## config.mk

```make
export PLATFORM = sky130hd
export DESIGN_NAME = dice_game_mp
export DESIGN_NICKNAME = d
export VERILOG_FILES = /design/src/rtl/dice_game_mp.sv
export SDC_FILE = /design/constraint.sdc
export NUM_CORES = 1
export LEC_CHECK = 0
export ABC_CLOCK_PERIOD_IN_PS = 3000
export CAP_MARGIN = 5
export CELL_PAD_IN_SITES_DETAIL_PLACEMENT = 1
export CELL_PAD_IN_SITES_GLOBAL_PLACEMENT = 1
export CORE_ASPECT_RATIO = 1.5
export CORE_UTILIZATION = 37
export DETAILED_ROUTE_END_ITERATION = 16
export PLACE_DENSITY_LB_ADDON = 0.1
export SLEW_MARGIN = 25
export SYNTH_ARGS = -nofsm -noshare
export SYNTH_HDL_FRONTEND = slang
export SYNTH_SLANG_ARGS = --single-unit
```

## constraint.sdc

```tcl
create_clock -name clk -period 3 [get_ports clk]
set_input_delay 0.45 -clock clk [delete_from_list [all_inputs] [get_ports clk]]
set_output_delay 0.45 -clock clk [all_outputs]
set_load 0.01 [all_outputs]
```

## src/rtl/dice_game_mp.sv

```systemverilog
// dice_game_mp: multi-player "race to an exact target" dice game.
//
// A free-running roll counter (1..FACES) is sampled by a button press. The
// current player then either takes the roll or passes. A take that lands
// exactly on TARGET wins. A take that overshoots is rejected and pulses bust.
// After MAX_TURNS completed turns without a win the game ends in a draw.
//
// Ports:
//   clk     - clock, all state updates on the rising edge
//   rst     - synchronous active-high reset
//   btn     - button level; only its rising edge acts
//   choice  - in CHOOSE: 1 = take the roll, 0 = pass
//   state   - game state (IDLE=0, ROLL=1, CHOOSE=2, DONE=3)
//   num     - last latched roll
//   player  - current player index
//   score   - current player's score
//   scores  - all scores, player i at [i*SCORE_W +: SCORE_W]
//   turns   - completed turn count
//   won     - high in DONE when a player won
//   winner  - winning player index (valid when won=1)
//   bust    - one-cycle pulse on a rejected take
module dice_game_mp #(
  parameter int PLAYERS   = 2,
  parameter int FACES     = 6,
  parameter int TARGET    = 15,
  parameter int MAX_TURNS = 12,
  parameter int SCORE_W   = 4,
  parameter int TURN_W    = 4
) (
  input  logic                       clk,
  input  logic                       rst,
  input  logic                       btn,
  input  logic                       choice,
  output logic [1:0]                 state,
  output logic [2:0]                 num,
  output logic [1:0]                 player,
  output logic [SCORE_W-1:0]         score,
  output logic [PLAYERS*SCORE_W-1:0] scores,
  output logic [TURN_W-1:0]          turns,
  output logic                       won,
  output logic [1:0]                 winner,
  output logic                       bust
);

  typedef enum logic [1:0] {
    IDLE   = 2'd0,
    ROLL   = 2'd1,
    CHOOSE = 2'd2,
    DONE   = 2'd3
  } state_t;

  state_t             state_r, state_n;
  logic               btn_q;
  logic [2:0]         cnt_r, cnt_n;
  logic [2:0]         num_r, num_n;
  logic [1:0]         player_r, player_n;
  // Four slots regardless of PLAYERS so the 2-bit player index always
  // addresses the array exactly; slots >= PLAYERS are never selected.
  logic [SCORE_W-1:0] sc_r [4];
  logic [SCORE_W-1:0] sc_n [4];
  logic [SCORE_W-1:0] score_r, score_n;
  logic [TURN_W-1:0]  turns_r, turns_n, turns_inc;
  logic               won_r, won_n;
  logic [1:0]         winner_r, winner_n;
  logic               bust_r, bust_n;
  logic               press;
  logic [SCORE_W:0]   sum;

  assign press = btn & ~btn_q;

  always_comb begin
    state_n   = state_r;
    cnt_n     = cnt_r;
    num_n     = num_r;
    player_n  = player_r;
    sc_n      = sc_r;
    turns_n   = turns_r;
    won_n     = won_r;
    winner_n  = winner_r;
    bust_n    = 1'b0;
    sum       = '0;
    turns_inc = turns_r + 1'b1;

    case (state_r)
      IDLE: begin
        if (press) begin
          state_n = ROLL;
          cnt_n   = 3'd1;
        end
      end
      ROLL: begin
        cnt_n = (cnt_r == 3'(FACES)) ? 3'd1 : cnt_r + 3'd1;
        if (press) begin
          num_n   = cnt_r;
          state_n = CHOOSE;
        end
      end
      CHOOSE: begin
        if (press) begin
          sum     = {1'b0, sc_r[player_r]} + (SCORE_W+1)'(num_r);
          turns_n = turns_inc;
          if (choice && (sum == (SCORE_W+1)'(TARGET))) begin
            sc_n[player_r] = sum[SCORE_W-1:0];
            won_n          = 1'b1;
            winner_n       = player_r;
            state_n        = DONE;
          end else begin
            if (choice && (sum > (SCORE_W+1)'(TARGET)))
              bust_n = 1'b1;
            else if (choice)
              sc_n[player_r] = sum[SCORE_W-1:0];
            player_n = (player_r == 2'(PLAYERS-1)) ? 2'd0 : player_r + 2'd1;
            if (turns_inc == TURN_W'(MAX_TURNS)) begin
              state_n = DONE;
            end else begin
              state_n = ROLL;
              cnt_n   = 3'd1;
            end
          end
        end
      end
      DONE: begin
        if (press) begin
          for (int unsigned i = 0; i < 4; i++) sc_n[i] = '0;
          turns_n  = '0;
          player_n = '0;
          won_n    = 1'b0;
          winner_n = '0;
          num_n    = '0;
          state_n  = IDLE;
        end
      end
      default: state_n = IDLE;
    endcase

    // Registered copy of the selected score so the output is a flop.
    score_n = sc_n[player_n];
  end

  always_ff @(posedge clk) begin
    if (rst) begin
      state_r  <= IDLE;
      btn_q    <= 1'b1;
      cnt_r    <= 3'd1;
      num_r    <= '0;
      player_r <= '0;
      for (int unsigned i = 0; i < 4; i++) sc_r[i] <= '0;
      score_r  <= '0;
      turns_r  <= '0;
      won_r    <= 1'b0;
      winner_r <= '0;
      bust_r   <= 1'b0;
    end else begin
      state_r  <= state_n;
      btn_q    <= btn;
      cnt_r    <= cnt_n;
      num_r    <= num_n;
      player_r <= player_n;
      sc_r     <= sc_n;
      score_r  <= score_n;
      turns_r  <= turns_n;
      won_r    <= won_n;
      winner_r <= winner_n;
      bust_r   <= bust_n;
    end
  end

  always_comb begin
    scores = '0;
    for (int unsigned i = 0; i < PLAYERS; i++)
      scores[i*SCORE_W +: SCORE_W] = sc_r[i];
  end

  assign state  = state_r;
  assign num    = num_r;
  assign player = player_r;
  assign score  = score_r;
  assign turns  = turns_r;
  assign won    = won_r;
  assign winner = winner_r;
  assign bust   = bust_r;

endmodule

```

==> flow_metrics.tcl <==
set metrics [dict create \
    die-height_um 97.79 \
    final_cells 384 \
    cts_sinks 39 \
    clock_skew_ns 0.005142 \
    r2r_setup_slack_ns -0.007 \
    setup_viol 2 \
    drcViolationCount 0 \
    slew_violations 0 \
    die_area_sq_mm 0.006440 \
    final_cell_mix "dfxtp_1 (38), buf_4 (32), clkdlybuf4s50_1 (30)" \
    grt_pass1_vias 2236 \
    ys_async_sr_fraction_pct 0 \
    max_freq_ghz 0.3326 \
    power_density_mw_per_mm2 359.0 \
    leakage_nw 1.072 \
    avgSynthCellArea_sq_um 8.383 \
    setup_ws_ns -0.006775 \
    cts_tree "yes" \
    synth.area.top_cells "dfxtp_1 (34%), nor2b_1 (4.7%), nand2_1 (4.3%)" \
    multiInputGateArea_sq_mm 0.001413 \
    htreeDepth 2 \
    vias 2196 \
    crit_start "player[0]" \
    track_usage_pct 24.46 \
    grt_overflow_total 0 \
    antenna_found_initial 0 \
    port_buffers 30 \
    maxCapViolCount 0 \
    via_per_inst 5.719 \
    nFillCells 709 \
    synth_flop_cell "dfxtp_1" \
    dp_hpwl_mm 5.250 \
    yosysSeqAreaShare_pct 34.49 \
    reg2reg_to "score[2]" \
    crit_end "score[2]" \
    violations "setup timing" \
    die_w_um 65.86 \
    wl_per_cell_um 19.83 \
    placedCellCount 366 \
    numCtsBuffers 5 \
    tightest_slew_ns 0.5492 \
    timing.rr.start "player[0]" \
    nets 321 \
    synth-seq-cells 39 \
    period_share_pct 100.2 \
    layout-drive-gt1-share_pct 23.08 \
    cp_max_fo 5 \
    dr.pass1.iters 4 \
    crit_type "register to register" \
    layout_commonest_cell "dfxtp_1" \
    cts_buffer_depth 2 \
    cts_root_buffer "clkbuf_8" \
    outcome "finished, violations left" \
    min_path_cells 2 \
    pre_cts_slack_ns -0.1231 \
    clk_pin_slew_ns 0.08 \
    min_from "winner[1]" \
    final_area_sq_mm 0.002972 \
    gp_congestion 0.8891 \
    clk_latency_ns 0.30 \
    synthToLayoutAreaGrowth_pct 31.29 \
    row_count 34 \
    final.min_clock_period_ns 3.007 \
    hold_class "register to register" \
    routed_wl_mm 7.613 \
    drt_iter0_markers 117 \
    syn_inst 270 \
    syn_area_sq_mm 0.002263 \
    rsz0062_at_grt "true" \
    syn_nets 280 \
    end_kind "register" \
    holdWs_ns 0.4927 \
    synth_top_area_share_pct 34.49 \
    required_ns 3.23 \
    initial_core_util_pct 38.55 \
    grt_pass1_wl_mm 11.67 \
    grt_max_degree 25 \
    cts_hold_buf 0 \
    synth.distinct_cells 49 \
    diodes 0 \
    arrival_ns 3.24 \
    irDropWorstVdd_v 0.0002041 \
    synth_edf_count 0 \
    final-hold-violation-count 0 \
    seqCellArea_sq_um 784.5 \
    antenna_left 0 \
    core_sq_mm 0.005871 \
    io_pins 31 \
    ff2ff_path_depth 10 \
    finalPower_mw 1.067 \
    start_kind "register" \
    relSlewSlack_pct 63.27 \
    netlist.top_cell.by_area "dfxtp_1" \
    yosysWarnings 0 \
    postPlaceCellArea_sq_mm 0.002690 \
]
==> per-stage QoR <==
stage / TNS [ns] / util (%)
after floorplan: -0.3058 / -
after global placement: -0.1398 / 45.82
after detailed placement: -0.3819 / 45.82
after CTS: 0 / 49.40
after global routing: -0.2722 / 50.62
final: -0.009542 / 50.62
==> routing by layer <==
layer / part of all wire, % / track usage (%) / vias to the layer above / wire [um]
met5: 0 / 0 / - / 0
met4: 4.0 / 13.55 / 0 / 303
met3: 2.9 / 4.089 / 20 / 218
met2: 53 / 43.88 / 53 / 4033
met1: 40 / 26.03 / 1076 / 3057
li1: - / - / 1047 / -
==> worst min-delay path by stage <==
stage | to | slack (ns)
2_1_floorplan | sc_r[4] | 0.44
3_3_place_gp | sc_r[4] | 0.47
3_5_place_dp | sc_r[4] | 0.47
4_1_cts | sc_r[4] | 0.49
5_1_grt | winner[1] | 0.52
6_report | winner[1] | 0.49
==> Yosys cell counts (2+ instances only) <==
library cell / count
a211oi_1: 3
a21o_1: 4
a21oi_1: 15
a31oi_1: 2
a32o_1: 2
a32oi_1: 4
and2_1: 4
and3_1: 2
buf_1: 2
buf_4: 9
buf_6: 2
clkbuf_1: 16
dfxtp_1: 39
ha_1: 5
inv_1: 7
mux2_2: 2
mux2_4: 2
mux2i_1: 6
mux4_2: 4
nand2_1: 26
nand2b_1: 2
nand3_1: 14
nand3b_1: 2
nand4_1: 4
nor2_1: 26
nor2b_1: 17
nor3_1: 2
nor3b_1: 4
o21ai_0: 12
o221ai_1: 3
o22ai_1: 5
o311ai_0: 2
or2_2: 3
xnor2_1: 3
==> flip-flops by register name (all words and copies together), names as in the netlist <==
signal  count
num         3
scores      8
turns       4
btn_q       1
score       4
player      2
winner      2
bust        1
state       2
cnt_r       3
won         1
sc_r        8
==> critical path, cell delays in order (launching register included) <==
cell      delay, ns
dfxtp_4        0.39
mux4_2         0.55
ha_1           0.34
a211oi_2       0.32
nor3b_2        0.12
nor4bb_4       0.28
buf_4          0.19
mux2i_2        0.23
o21ai_2        0.08
or2_4          0.26
o22ai_2        0.16
==> where the power goes <==
part | leakage [nW] | switching, mW | internal [mW] | total [mW]
combinational | 0.695 | 0.0396 | 0.0294 | 0.0690
clock | 0.0612 | 0.200 | 0.269 | 0.470
sequential | 0.316 | 0.00626 | 0.522 | 0.528
==> cells by family after synthesis <==
logic type / Yosys count / synth area share [%]
AOI/OAI and AO/OA: 60 / 18.24
xor gates and xnor gates: 3 / 1.161
adders and majority gates: 6 / 3.648
buffers and inverters: 36 / 8.126
DFF: 39 / 34.49
muxes: 14 / 8.955
and+or+nand+nor: 112 / 25.37
==> cell type report <==
cell class,instances,share of cell area (%)
Timing Repair Buffer,62,18.19
Multi-Input combinational cell,196,47.54
Sequential cell,39,26.40
Clock inverter,2,1.179
Tap cell,72,3.032
Inverter,7,0.8842
Clock buffer,6,2.779
==> what timing repair did <==
| item | in CTS | in global routing |
|---|---|---|
| buffers inserted | 7 | 2 |
| cloned | 1 | 0 |
| pin swaps | 2 | 5 |
| endpoints found under the setup margin | 4 | 10 |
| gates resized for setup | 10 | 12 |
No activity file was read; power rests on OpenSTA's default activity.
==> RTL change, RTL diff (same flow settings) <==
Put one more register stage on the output `bust`, with the module's reset. The value now appears one clock later. The other outputs are not delayed to match. Comments in the files are not updated.
--- a/src/rtl/dice_game_mp.sv
+++ b/src/rtl/dice_game_mp.sv
@@ -178,7 +178,13 @@
   assign turns  = turns_r;
   assign won    = won_r;
   assign winner = winner_r;
-  assign bust   = bust_r;
+  always_ff @(posedge clk) begin
+    if (rst) begin
+      bust <= '0;
+    end else begin
+      bust <= bust_r;
+    end
+  end
 
 endmodule
 
Behaviour: same outputs for any inputs over 10 cycles, from zero or initial values and one cycle with rst high; that may be too few to reach the edited logic, so the function may still have changed.
==> RTL change against the original RTL <==
- first-iteration DRC count is 32% lower
- design area is 8.5% higher
- power is 0.63% lower
- routed wire length is 6.5% higher
- worst setup slack better by 0.067 ns
- utilization is 0.58 points lower
- combinational power is 16% lower
- sequential cell count is 1 higher
- highest routed layer unchanged
- via count is 12% higher
- clock power is 2% lower
- synthesized area is 8.3% higher
==> RTL change: results (changes against the original RTL) <==
- The worst voltage drop across the vdd grid is 0.1924 mV (-5.7%).
- The initial antenna violation count is 0 (unchanged).
- The internal portion of total power came to 805.0 µW (-1.9%).
- The largest net degree at the start of global routing came to 25 (unchanged).
- The number of inserted diodes came to 0 (unchanged).
- The global-route wire length before repair is 12670 µm (+8.5%).
- The arrival time of the worst setup path is 3.14 ns (-0.10 ns).
- The cell chosen for the clock root is sky130_fd_sc_hd__clkbuf_8.
- The number of buffers inserted by port buffering is 30 (unchanged).
- The total number of H-tree levels is 2 (unchanged).
- The run finished with clean final reports.
- The leakage power figure is 0.001184 µW (+10%).
- The buffer levels on the longest clock path came to 2 (unchanged).
- The number of buffers created by CTS is 5 (unchanged).
- The number of iterations in the first detailed-routing pass is 4 (unchanged).
- The clock edge transition at the registers on the reported setup and hold paths is 0.09 ns.
- For the worst-skew pair, the clock arrives at the later sink with an insertion delay of 0.31 ns.
- The number of warnings reported in the yosys synthesis log came to 0 (unchanged).
- The number of hold-repair buffers added at the cts stage was 0 (unchanged).
- The path class of the tightest hold or removal check is reg2reg.
- The count of nets after finishing was 352 (+9.7%).
- The maximum clock skew at final layout is 0.008887 ns (+0.003744 ns).
- The proportion of synthesized flip-flops having asynchronous set or reset came to 0 (unchanged).
- The share of layout cells above drive strength 1 is 0.2187 (-0.01211).
- Ranked by total cell area, the synthesized netlist is headed by sky130_fd_sc_hd__dfxtp_1 33%, sky130_fd_sc_hd__a21oi_1 5.5%, sky130_fd_sc_hd__mux4_2 3.7%.
- The portion of the post-synthesis area used by sequential elements is 0.3265 (-0.01841).
- The count of distinct cell types in the synthesized netlist came to 60 (+22%).
- The residual overflow from global routing came to 0 (unchanged).
- The synthesized net count is 301 (+7.5%).
- The total via count after detailed routing came to 2458 (+12%).
- The cell area reported after detailed placement was 0.003012 mm² (+12%).
- The routability congestion estimate is 0.8297 (-6.7%).
- The via count of the first global-routing pass is 2432 (+8.8%).
- The combined global-route utilization of all metal layers is 0.2512 (+0.006626).
- The first-iteration detailed-routing DRC count is 79 (-32%).
- The post-detailed-placement half-perimeter wirelength is 6120 µm (+17%).
- The top fanout value on the critical path is 5 (unchanged).
- The average wire per standard cell is 19.35 µm (-2.4%).
- Ranked by instance count, the synthesized netlist is headed by 40 x sky130_fd_sc_hd__dfxtp_1, 27 x sky130_fd_sc_hd__a21oi_1, 18 x sky130_fd_sc_hd__nor2_1, 15 x sky130_fd_sc_hd__clkbuf_1, 15 x sky130_fd_sc_hd__nand2_1.
- The pin slew with the least headroom to its limit came to 0.5547 ns (+0.005464 ns).
[RTL change: routing by layer]
layer	vias to the layer above	global-route usage	part of all wire
met2	50	0.4253	0.53
met5	-	0	0
met1	1209	0.2919	0.40
met4	0	0.1410	0.045
li1	1175	-	-
met3	24	0.03829	0.028
[RTL change: critical path: stages (launching register included)]
cell	delay (ns)
sky130_fd_sc_hd__dfxtp_4	0.38
sky130_fd_sc_hd__mux4_2	0.50
sky130_fd_sc_hd__ha_2	0.20
sky130_fd_sc_hd__inv_2	0.07
sky130_fd_sc_hd__fa_2	0.48
sky130_fd_sc_hd__or3_4	0.38
sky130_fd_sc_hd__nor3_4	0.31
sky130_fd_sc_hd__a21o_1	0.17
sky130_fd_sc_hd__a21oi_1	0.09
sky130_fd_sc_hd__o31a_1	0.25
[RTL change: stage by stage]
| step | setup TNS, ns | utilization | instances | setup WS, ns | hold slack (ns) |
|---|---|---|---|---|---|
| finish | 0 | 0.5004 | 419 | 0.06048 | 0.4690 |
| global route | -0.06605 | 0.5004 | 419 | -0.01988 | 0.4813 |
| CTS | -0.01744 | 0.4899 | 417 | -0.01744 | 0.4679 |
| detailed placement | -0.1338 | 0.4676 | 408 | -0.09565 | 0.4612 |
| global placement | 0 | 0.4676 | 408 | 0.01344 | 0.4180 |
| floorplan | -0.03566 | - | 291 | -0.02243 | 0.4138 |
[RTL change: cells by family after synthesis]
group                    synth area share
AO/OA/AOI/OAI                      0.2408
XOR/XNOR                          0.01429
adder cells (fa/ha/maj)           0.03367
buffers and inverters             0.06632
flip-flops                         0.3265
multiplexers                      0.06378
AND/OR/NAND/NOR                    0.2546
[RTL change: cell type report]
cell class	instances	area (µm²)
fill	761	3218
timing repair buffer	69	593.1
tap	76	95.09
inverter	10	37.54
clock inverter	3	42.54
multi-input combinational	216	1582
sequential	40	804.5
clock buffer	5	68.82
[RTL change: worst paths after layout]
| kind | startpoint | endpoint | slack, ns | cells past startpoint |
|---|---|---|---|---|
| setup / recovery | player[0] | cnt_r[0] | 0.06 | 9 |
| hold / removal | bust_r | bust | 0.47 | 1 |
| hold reg to reg | bust_r | bust | 0.47 | 1 |
| setup reg to reg | player[0] | cnt_r[0] | 0.06 | 9 |
[RTL change: power by group through the flow]
stage / logic, µW / clock network [µW] / registers [µW]
3_5_place_dp: 57.6 / 0 / 555
4_1_cts: 57.8 / 469 / 543
5_1_grt: 63.4 / 490 / 543
2_1_floorplan: 35.1 / 0 / 552
3_3_place_gp: 57.0 / 0 / 555
6_report: 58.2 / 460 / 542
[RTL change: repair_timing]
item / 4_1_cts / 5_1_grt
resized for setup: 3 / 15
pin swaps: 2 / 10
endpoints found under the setup margin: 4 / 9
gates cloned: 0 / 0
setup buffers: 1 / 2
